[config.mk]
export PLATFORM = sky130hd
export DESIGN_NAME = imm_enc_flat
export DESIGN_NICKNAME = d
export VERILOG_FILES = /design/src/rtl/imm_enc_if.sv /design/src/rtl/imm_enc.sv /design/src/flat_wrapper.sv
export SDC_FILE = /design/constraint.sdc
export NUM_CORES = 1
export LEC_CHECK = 0
export ABC_CLOCK_PERIOD_IN_PS = 4700
export CAP_MARGIN = 20
export CORE_UTILIZATION = 50
export DETAILED_ROUTE_END_ITERATION = 7
export GPL_ROUTABILITY_DRIVEN = 0
export PLACE_DENSITY = 0.83
export SETUP_SLACK_MARGIN = 0.2
export SYNTH_ARGS = -nofsm -noshare
export SYNTH_HDL_FRONTEND = slang
export SYNTH_SLANG_ARGS = --single-unit
[constraint.sdc]
create_clock -name clk -period 4.7 [get_ports clk]
set_input_delay 0.94 -clock clk [delete_from_list [all_inputs] [get_ports clk]]
set_output_delay 0.94 -clock clk [all_outputs]
set_load 0.005 [all_outputs]
[src/rtl/imm_enc_if.sv]
// imm_enc_if: request/response bundle for the constant-load encoder.
//   Request : in_valid, in_ready, in_value[31:0], in_rt[4:0]
//   Response: out_valid, out_ready, out_instr[31:0], out_eop[1:0], out_last
//   modport master - request producer and instruction consumer
//   modport slave  - the encoder
interface imm_enc_if;
  logic        in_valid;
  logic        in_ready;
  logic [31:0] in_value;
  logic [4:0]  in_rt;
  logic        out_valid;
  logic        out_ready;
  logic [31:0] out_instr;
  logic [1:0]  out_eop;
  logic        out_last;

  modport master (
    output in_valid, in_value, in_rt, out_ready,
    input  in_ready, out_valid, out_instr, out_eop, out_last
  );

  modport slave (
    input  in_valid, in_value, in_rt, out_ready,
    output in_ready, out_valid, out_instr, out_eop, out_last
  );
endinterface

[src/rtl/imm_enc.sv]
// imm_enc: turns a 32-bit constant plus destination register into the shortest
// MIPS load sequence (addiu / ori / lui, or lui+ori for a full 32-bit value).
//   clk, rst_n  - clock, asynchronous active-low reset
//   bus (slave) - request in (in_valid/in_ready/in_value/in_rt),
//                 words out (out_valid/out_ready/out_instr/out_eop/out_last)
//   USE_ADDIU   - nonzero allows the sign-extended addiu form
// Optional macro IMM_ENC_STATS_EN adds stat_words / stat_pairs counters.
module imm_enc #(
  parameter int unsigned USE_ADDIU = 1
) (
  input  logic       clk,
  input  logic       rst_n,
  imm_enc_if.slave   bus
`ifdef IMM_ENC_STATS_EN
  ,
  output logic [15:0] stat_words,
  output logic [15:0] stat_pairs
`endif
);

  localparam int unsigned IW = 16;
  localparam int unsigned RW = 5;
  localparam int unsigned OW = 6;
  localparam int unsigned SW = 16;

  localparam logic [OW-1:0] OP_ADDIU = 6'b001001;
  localparam logic [OW-1:0] OP_ORI   = 6'b001101;
  localparam logic [OW-1:0] OP_LUI   = 6'b001111;

  localparam logic [1:0] EOP_SIGN  = 2'b00;
  localparam logic [1:0] EOP_ZERO  = 2'b01;
  localparam logic [1:0] EOP_UPPER = 2'b10;

  typedef enum logic [1:0] {
    S_IDLE  = 2'd0,
    S_WORD1 = 2'd1,
    S_WORD2 = 2'd2
  } state_t;

  state_t        state_q, state_nxt;

  logic          in_ready_q;
  logic          out_valid_q, out_valid_nxt;
  logic [31:0]   out_instr_q, out_instr_nxt;
  logic [1:0]    out_eop_q,   out_eop_nxt;
  logic          out_last_q,  out_last_nxt;
  logic [IW-1:0] lo_q, lo_nxt;
  logic [RW-1:0] rt_q, rt_nxt;

  logic          accept_c;
  logic          hs_c;

  logic [IW-1:0] hi_c;
  logic [IW-1:0] lo_c;
  logic          sext_ok_c;
  logic          zext_ok_c;
  logic          upper_ok_c;
  logic [31:0]   cls_instr_c;
  logic [1:0]    cls_eop_c;
  logic          cls_single_c;

  assign accept_c = bus.in_valid && in_ready_q;
  assign hs_c     = out_valid_q && bus.out_ready;

  // Classify the incoming constant; first word and whether a second follows.
  always_comb begin
    hi_c         = bus.in_value[31:16];
    lo_c         = bus.in_value[15:0];
    sext_ok_c    = (USE_ADDIU != 0) &&
                   ((&bus.in_value[31:15]) || !(|bus.in_value[31:15]));
    zext_ok_c    = !(|hi_c);
    upper_ok_c   = !(|lo_c);
    cls_instr_c  = {OP_LUI, 5'd0, bus.in_rt, hi_c};
    cls_eop_c    = EOP_UPPER;
    cls_single_c = 1'b0;
    if (sext_ok_c) begin
      cls_instr_c  = {OP_ADDIU, 5'd0, bus.in_rt, lo_c};
      cls_eop_c    = EOP_SIGN;
      cls_single_c = 1'b1;
    end else if (zext_ok_c) begin
      cls_instr_c  = {OP_ORI, 5'd0, bus.in_rt, lo_c};
      cls_eop_c    = EOP_ZERO;
      cls_single_c = 1'b1;
    end else if (upper_ok_c) begin
      cls_single_c = 1'b1;
    end
  end

  // State register.
  always_ff @(posedge clk or negedge rst_n) begin
    if (!rst_n) begin
      state_q <= S_IDLE;
    end else begin
      state_q <= state_nxt;
    end
  end

  // Next-state logic; a single-word request carries out_last on word 1.
  always_comb begin
    state_nxt = state_q;
    case (state_q)
      S_IDLE:  if (accept_c) state_nxt = S_WORD1;
      S_WORD1: if (hs_c)     state_nxt = out_last_q ? S_IDLE : S_WORD2;
      S_WORD2: if (hs_c)     state_nxt = S_IDLE;
      default:               state_nxt = S_IDLE;
    endcase
  end

  // Next values of the registered outputs and captured request fields.
  always_comb begin
    out_valid_nxt = out_valid_q;
    out_instr_nxt = out_instr_q;
    out_eop_nxt   = out_eop_q;
    out_last_nxt  = out_last_q;
    lo_nxt        = lo_q;
    rt_nxt        = rt_q;
    case (state_q)
      S_IDLE: begin
        if (accept_c) begin
          out_valid_nxt = 1'b1;
          out_instr_nxt = cls_instr_c;
          out_eop_nxt   = cls_eop_c;
          out_last_nxt  = cls_single_c;
          lo_nxt        = lo_c;
          rt_nxt        = bus.in_rt;
        end
      end
      S_WORD1: begin
        if (hs_c) begin
          if (out_last_q) begin
            out_valid_nxt = 1'b0;
            out_last_nxt  = 1'b0;
          end else begin
            // Second word ORs the low half into the register lui just set.
            out_instr_nxt = {OP_ORI, rt_q, rt_q, lo_q};
            out_eop_nxt   = EOP_ZERO;
            out_last_nxt  = 1'b1;
          end
        end
      end
      S_WORD2: begin
        if (hs_c) begin
          out_valid_nxt = 1'b0;
          out_last_nxt  = 1'b0;
        end
      end
      default: begin
        out_valid_nxt = 1'b0;
        out_last_nxt  = 1'b0;
      end
    endcase
  end

  // Output and capture registers; in_ready mirrors the upcoming IDLE state.
  always_ff @(posedge clk or negedge rst_n) begin
    if (!rst_n) begin
      in_ready_q  <= 1'b0;
      out_valid_q <= 1'b0;
      out_instr_q <= 32'd0;
      out_eop_q   <= EOP_SIGN;
      out_last_q  <= 1'b0;
      lo_q        <= '0;
      rt_q        <= '0;
    end else begin
      in_ready_q  <= (state_nxt == S_IDLE);
      out_valid_q <= out_valid_nxt;
      out_instr_q <= out_instr_nxt;
      out_eop_q   <= out_eop_nxt;
      out_last_q  <= out_last_nxt;
      lo_q        <= lo_nxt;
      rt_q        <= rt_nxt;
    end
  end

  assign bus.in_ready  = in_ready_q;
  assign bus.out_valid = out_valid_q;
  assign bus.out_instr = out_instr_q;
  assign bus.out_eop   = out_eop_q;
  assign bus.out_last  = out_last_q;

`ifdef IMM_ENC_STATS_EN
  logic [SW-1:0] stat_words_q;
  logic [SW-1:0] stat_pairs_q;

  // Handshake counters; wrap naturally at 2^16.
  always_ff @(posedge clk or negedge rst_n) begin
    if (!rst_n) begin
      stat_words_q <= '0;
      stat_pairs_q <= '0;
    end else begin
      if (hs_c) begin
        stat_words_q <= SW'(stat_words_q + SW'(1));
      end
      if (hs_c && (state_q == S_WORD2)) begin
        stat_pairs_q <= SW'(stat_pairs_q + SW'(1));
      end
    end
  end

  assign stat_words = stat_words_q;
  assign stat_pairs = stat_pairs_q;
`endif

endmodule

[src/flat_wrapper.sv]
// flat-port wrapper written by rule: the top's interface ports become plain ports
module imm_enc_flat 
#(
  parameter int unsigned USE_ADDIU = 1
)
  (clk, rst_n, bus_in_valid, bus_in_value, bus_in_rt, bus_out_ready, bus_in_ready, bus_out_valid, bus_out_instr, bus_out_eop, bus_out_last);
  imm_enc_if bus_i ();
  input  logic clk;
  input  logic rst_n;
  input wire logic [$bits(bus_i.in_valid)-1:0] bus_in_valid;
  input wire logic [$bits(bus_i.in_value)-1:0] bus_in_value;
  input wire logic [$bits(bus_i.in_rt)-1:0] bus_in_rt;
  input wire logic [$bits(bus_i.out_ready)-1:0] bus_out_ready;
  output wire logic [$bits(bus_i.in_ready)-1:0] bus_in_ready;
  output wire logic [$bits(bus_i.out_valid)-1:0] bus_out_valid;
  output wire logic [$bits(bus_i.out_instr)-1:0] bus_out_instr;
  output wire logic [$bits(bus_i.out_eop)-1:0] bus_out_eop;
  output wire logic [$bits(bus_i.out_last)-1:0] bus_out_last;
  assign bus_i.in_valid = bus_in_valid;
  assign bus_i.in_value = bus_in_value;
  assign bus_i.in_rt = bus_in_rt;
  assign bus_i.out_ready = bus_out_ready;
  assign bus_in_ready = bus_i.in_ready;
  assign bus_out_valid = bus_i.out_valid;
  assign bus_out_instr = bus_i.out_instr;
  assign bus_out_eop = bus_i.out_eop;
  assign bus_out_last = bus_i.out_last;
  imm_enc #(.USE_ADDIU(USE_ADDIU)) u_core (.clk(clk), .rst_n(rst_n), .bus(bus_i));
endmodule
; ---- Word-level counts from Yosys, hierarchy flattened
; Index checks and enable logic that the tools add are counted.
[word_totals]
regBits = 60
latchBits = 0
ram_bits = 0
romBits = 0
out_inout_bits = 37
word_cells = 59
n_memories = 0
[op_classes]
addsub = 0
multipliers = 0
div_mod_pow = 0
order_cmp = 0
eq_ne = 7
shifts = 0
muxes = 29
bitwise = 0
reduce_logical = 15
[ops]
columns = operator, n
row1 = $mux W32, 3
row2 = $pmux W32 S2, 1
row3 = $reduce_or A16 Y1, 2
row4 = $mux W29, 1
row5 = $mux W28, 1
row6 = $mux W2, 9
row7 = $reduce_and A17 Y1, 1
row8 = $reduce_or A17 Y1, 1
row9 = $mux W1, 10
row10 = $ne A2 B1 Y1 const B, 4
row11 = $reduce_and A4 Y1, 2
row12 = $pmux W1 S3, 2
row13 = $pmux W2 S3, 1
row14 = $logic_not A2 Y1, 2
row15 = $pmux W2 S2, 1
row16 = $reduce_and A3 Y1, 1
row17 = $eq A2 B1 Y1 const B, 1
row18 = $eq A2 B2 Y1 const B, 1
row19 = $logic_and A1 B1 Y1, 2
row20 = $ne A2 B2 Y1 const B, 1
row21 = $reduce_and A2 Y1, 1
row22 = $reduce_bool A2 Y1, 1
row23 = $logic_not A1 Y1, 1
row24 = $logic_or A1 B1 Y1, 1

; ---- Logic depth before layout (Yosys ltp)
[depth]
depth_word = 6
depth_mapped = 8
depth_no_buf = 5

; ---- Worst setup path after synthesis
; No wires, ideal clock.
[synth_timing]
path_type = in2reg
start = in bus_in_valid
end = reg u_core.out_instr_q[27] (netlist: u_core.bus.out_instr[27])
setup_ns = 0.121
t_arrival_ns = 2.026
setup_slack_ns = 2.553
stages = 6
path_cell_list = nor4bb_1 -> buf_4 -> o21ba_4 -> a21o_4 -> buf_6 -> a22o_1
[synth_via]
elab_chain_len = 3
[synth_lines]
columns = item, line
row1 = start: declaration, flat_wrapper.sv:10  ; input wire logic [$bits(bus_i.in_valid)-1:0] bus_in_valid;
row2 = $logic_and A1 B1 Y1, imm_enc.sv:62  ; assign accept_c = bus.in_valid && in_ready_q;
row3 = $ne A2 B1 Y1 (no line), n/a
row4 = $reduce_and A4 Y1 (no line), n/a
row5 = end signal: assignment, imm_enc.sv:167  ; out_instr_q <= out_instr_nxt;
row6 = end: declaration, imm_enc.sv:44  ; logic [31:0] out_instr_q, out_instr_nxt;
; Every way passes these cells.
; A chain may end at the register's enable or synchronous reset.

; ---- Final worst setup path
[layout_timing]
start = in bus_in_value[21]
end = reg u_core.out_instr_q[2] (netlist: u_core.bus.out_instr[2])
[layout_via]
elab_chain_len = 6
word_cells_on_any_way = 9
[layout_lines]
columns = item, line
row1 = start: declaration, flat_wrapper.sv:11  ; input wire logic [$bits(bus_i.in_value)-1:0] bus_in_value;
row2 = $reduce_or A17 Y1, imm_enc.sv:70  ; ((&bus.in_value[31:15]) || !(|bus.in_value[31:15]));
row3 = $logic_not A1 Y1, imm_enc.sv:70
row4 = $logic_or A1 B1 Y1, imm_enc.sv:70
row5 = $mux W29 (*), imm_enc.sv:76  ; if (sext_ok_c) begin
row6 = $mux W32 (*), imm_enc.sv:119  ; if (accept_c) begin
row7 = $pmux W32 S2 (*), imm_enc.sv:117  ; case (state_q)
; Mark *: on every way between the ends. The rest lies on a longest branch, timed or not. The select of a mux whose other input is x is not followed.

==> summary.md <==
| Metric | Value |
|---|---|
| CP Max Fanout | 17 |
| Clock power share | 0.365 |
| Register-to-register setup slack | approximately 2.4 ns |
| Number of synthesized flops with an enable pin | 0 |
| TritonCTS Buffers | 5 |
| Hold_buf cts | 0 |
| Routed Antenna Nets | 0 |
| Arrival time at the worst endpoint | around 3.0 ns |
| Core area | between 5000 and 6000 sq um |
| Vias | around 2300 |
| Combinational power share | 0.069 |
| Clk root buf | clkbuf_8 |
| Final WL | 7080 microns |
| Leak Pwr | 1.46 nW |
| Htree depth | 2 |
| Maximum VDD drop | 0.129 mV |
| Top-area cell type share of the netlist area | 0.500 |
| Syn Area/Cell | ~11 sq um |
| Antenna Cells | 0 |
| Synth-to-Final Area Change | 31.3% |
| RSZ-0062 raised after global routing | false |
| Crit Path Class | in2reg |
| CTS tree | yes |
| Postcts setup bufs | 0 |
| Commonest cells after routing, fill and taps aside | clkdlybuf4s50_1 (74), dfrtp_1 (56), o211ai_1 (26), mux2_2 (21) |
| WL per Instance | 18.6 microns |
| Post-synthesis cell count | between 200 and 250 |
| Synth async-reset ratio | 1.00 |
| PwrDens | 231 nW/um^2 |
| Via density | 6.10 |
| Rows | 26 |
| Most common library cell in the layout ignoring fill and taps | clkdlybuf4s50_1 |
| Pre-CTS WS | 1.68 ns |
| Die Area | 5910 sq um |
| Sequential area share after synthesis | 0.500 |
| Endpoints failing setup | 0 |
| Fin crit share | 0.588 |
| # IOs | approximately 80 |
| Flops & latches, synth | 56 |
| Seq pwr share | 0.566 |
| Largest net degree at the start of global routing | 57 |
| CTS clk-pin slew, worst paths | 0.10 ns |
| Setup crit start kind | primary input |
| Final core utilization | 0.699 |
| Max-slew violation count | 0 |
| Maxcap violations | 0 |
| DPL Wire Length | between 4000 and 5000 microns |
| Critical path startpoint | bus_in_value[21] |
| Worst r2r src | u_core.state_q[0]$_DFF_PN0_ |
| Sw Pwr | 0.179 mW |
| Final hold vios | 0 |
| Hold wc startpoint | u_core.bus.out_instr[20]$_DFFE_PN0P_ |
| Latest clock arrival within the worst-skew pair | 0.31 ns |
| CP Capture Type | register |
| Setup Total Neg Slack | 0 ns |
| # resized after CTS | 0 |
| Post-route minimum period | approximately 2.8 ns |
| Worst hold-check path type | reg2reg |
| DRC viols | 0 |
| Int Pwr | 0.671 mW |
| First-pass GRT wire length | 11600 microns |
| Final WS setup | 1.94 ns |
| Cell taking the most area after synthesis | dfrtp_1 |
| Initial antenna violation count | 0 |
| Status | finished, final reports clean |
| Slew at the pin with the worst max-slew slack | 0.701 ns |
| Layout cells sized above 1 | 0.177 |
| Ys flop type | dfrtp_1 |
| First-pass DRT Iterations | 4 |
| Port bufs | 75 |
| Drt initial violations | ~220 |
| Ys Warns | 0 |
| CP required | 4.93 ns |
| Critical Path End | u_core.bus.out_instr[2]$_DFFE_PN0P_ |
| Layout Skew | around 0.0085 ns |
| GR Util All Layers | 0.249 |
| Number of global-route vias before repair | 2239 |
| Worst-case reg-to-reg path depth | 6 |
| Worst r2r dst | u_core.bus.out_instr[8]$_DFFE_PN0P_ |
| Switching share of power | 0.211 |
| Unique cell type count in the Yosys netlist | 36 |
| Cell Area, Synth | 2810 sq um |
| Synth area leaders | dfrtp_1 (50%), mux2_2 (8.4%), o211ai_1 (7.0%), a22oi_2 (5.8%), o2111ai_1 (4.1%) |
| Slew HR | 0.533 |
| Die width | between 70 and 80 microns |
| Clock sinks | between 50 and 60 |
| Clk buf depth | 2 |
| Achievable Freq | 362 MHz |
| Hold Path Depth | 2 |
| Initial Util | 0.532 |
| Net count, final | 350 |
| Die Ht | 76.9 microns |
| Total grt overflow | 0 |
[cell usage after synthesis (all sizes together) (2+ instances only)]
| master | instances |
|---|---|
| o21ai | 13 |
| a21oi | 7 |
| o2111ai | 13 |
| mux2i | 5 |
| clkbuf | 10 |
| mux2 | 21 |
| nor4 | 9 |
| buf | 14 |
| nand2 | 13 |
| a22o | 6 |
| a21o | 3 |
| dfrtp | 56 |
| o211ai | 26 |
| nor2 | 7 |
| nand4 | 3 |
| nor3 | 3 |
| nor4bb | 2 |
| inv | 3 |
| nand2b | 5 |
| a22oi | 14 |
[cell families after synthesis]
kind of cell / synth area share
multiplexers: 0.102
flip-flops: 0.500
AND/OR/NAND/NOR: 0.0843
AO/OA/AOI/OAI: 0.260
other: 0.00134
buffers and inverters: 0.0531
[metrics by stage]
step                      hold slack (ns)  power, mW  cell area (sq um)  instances
final                               0.500      0.851               3680        380
after global routing                0.528      0.880               3680        380
after CTS                           0.506      0.857               3680        380
after detailed placement            0.475      0.549               3580        372
after global placement              0.470      0.549               3580        372
after floorplan                     0.472      0.495               2810        245
[area by class of cell]
type	instances	area, sq um
tap	70	87.6
clock inverter	2	35.0
inverter	3	11.3
multi-input combinational	162	1280
clock buffer	6	72.6
fill	405	1590
timing repair buffer	81	791
sequential	56	1400
[routing by layer]
layer | up-vias | part of all wire | track usage
met4 | 0 | 0.023 | 0.0962
met5 | - | 0 | 0
met2 | 90 | 0.48 | 0.383
met1 | 1134 | 0.44 | 0.352
li1 | 1079 | - | -
met3 | 16 | 0.051 | 0.0405
[critical path, stage by stage]
cell and delay, ns:
clkdlybuf4s50_1 0.56, nor4_1 0.08, and4_1 0.24, a21oi_2 0.52, buf_4 0.35, o2111ai_1 0.15, o211ai_1 0.14
[sequential cells by signal, indices dropped and copies added, names as in the netlist]
signal and flops:
u_core.lo_q 16, u_core.state_q 2, u_core.bus.out_last 1, u_core.rt_q 5, u_core.bus.in_ready 1, u_core.bus.out_instr 29
u_core.bus.out_eop 1, u_core.bus.out_valid 1
[how the worst min path moves through the flow]
stage | end | slack (ns)
6_report | u_core.bus.out_instr[20]$_DFFE_PN0P_ | 0.50
5_1_grt | u_core.bus.out_instr[18]$_DFFE_PN0P_ | 0.53
4_1_cts | u_core.bus.out_instr[18]$_DFFE_PN0P_ | 0.51
3_3_place_gp | u_core.bus.out_instr[19]$_DFFE_PN0P_ | 0.47
2_1_floorplan | u_core.lo_q[10]$_DFFE_PN0P_ | 0.47
3_5_place_dp | u_core.bus.out_instr[19]$_DFFE_PN0P_ | 0.47
[power groups by stage]
stage | Combinational (mW) | Clock (mW) | Sequential [mW]
4_1_cts | 0.0589 | 0.316 | 0.481
2_1_floorplan | 0.00420 | 0 | 0.491
6_report | 0.0588 | 0.310 | 0.481
3_5_place_dp | 0.0585 | 0 | 0.491
5_1_grt | 0.0633 | 0.335 | 0.482
3_3_place_gp | 0.0585 | 0 | 0.491
Power figures use the tool's default switching activity.
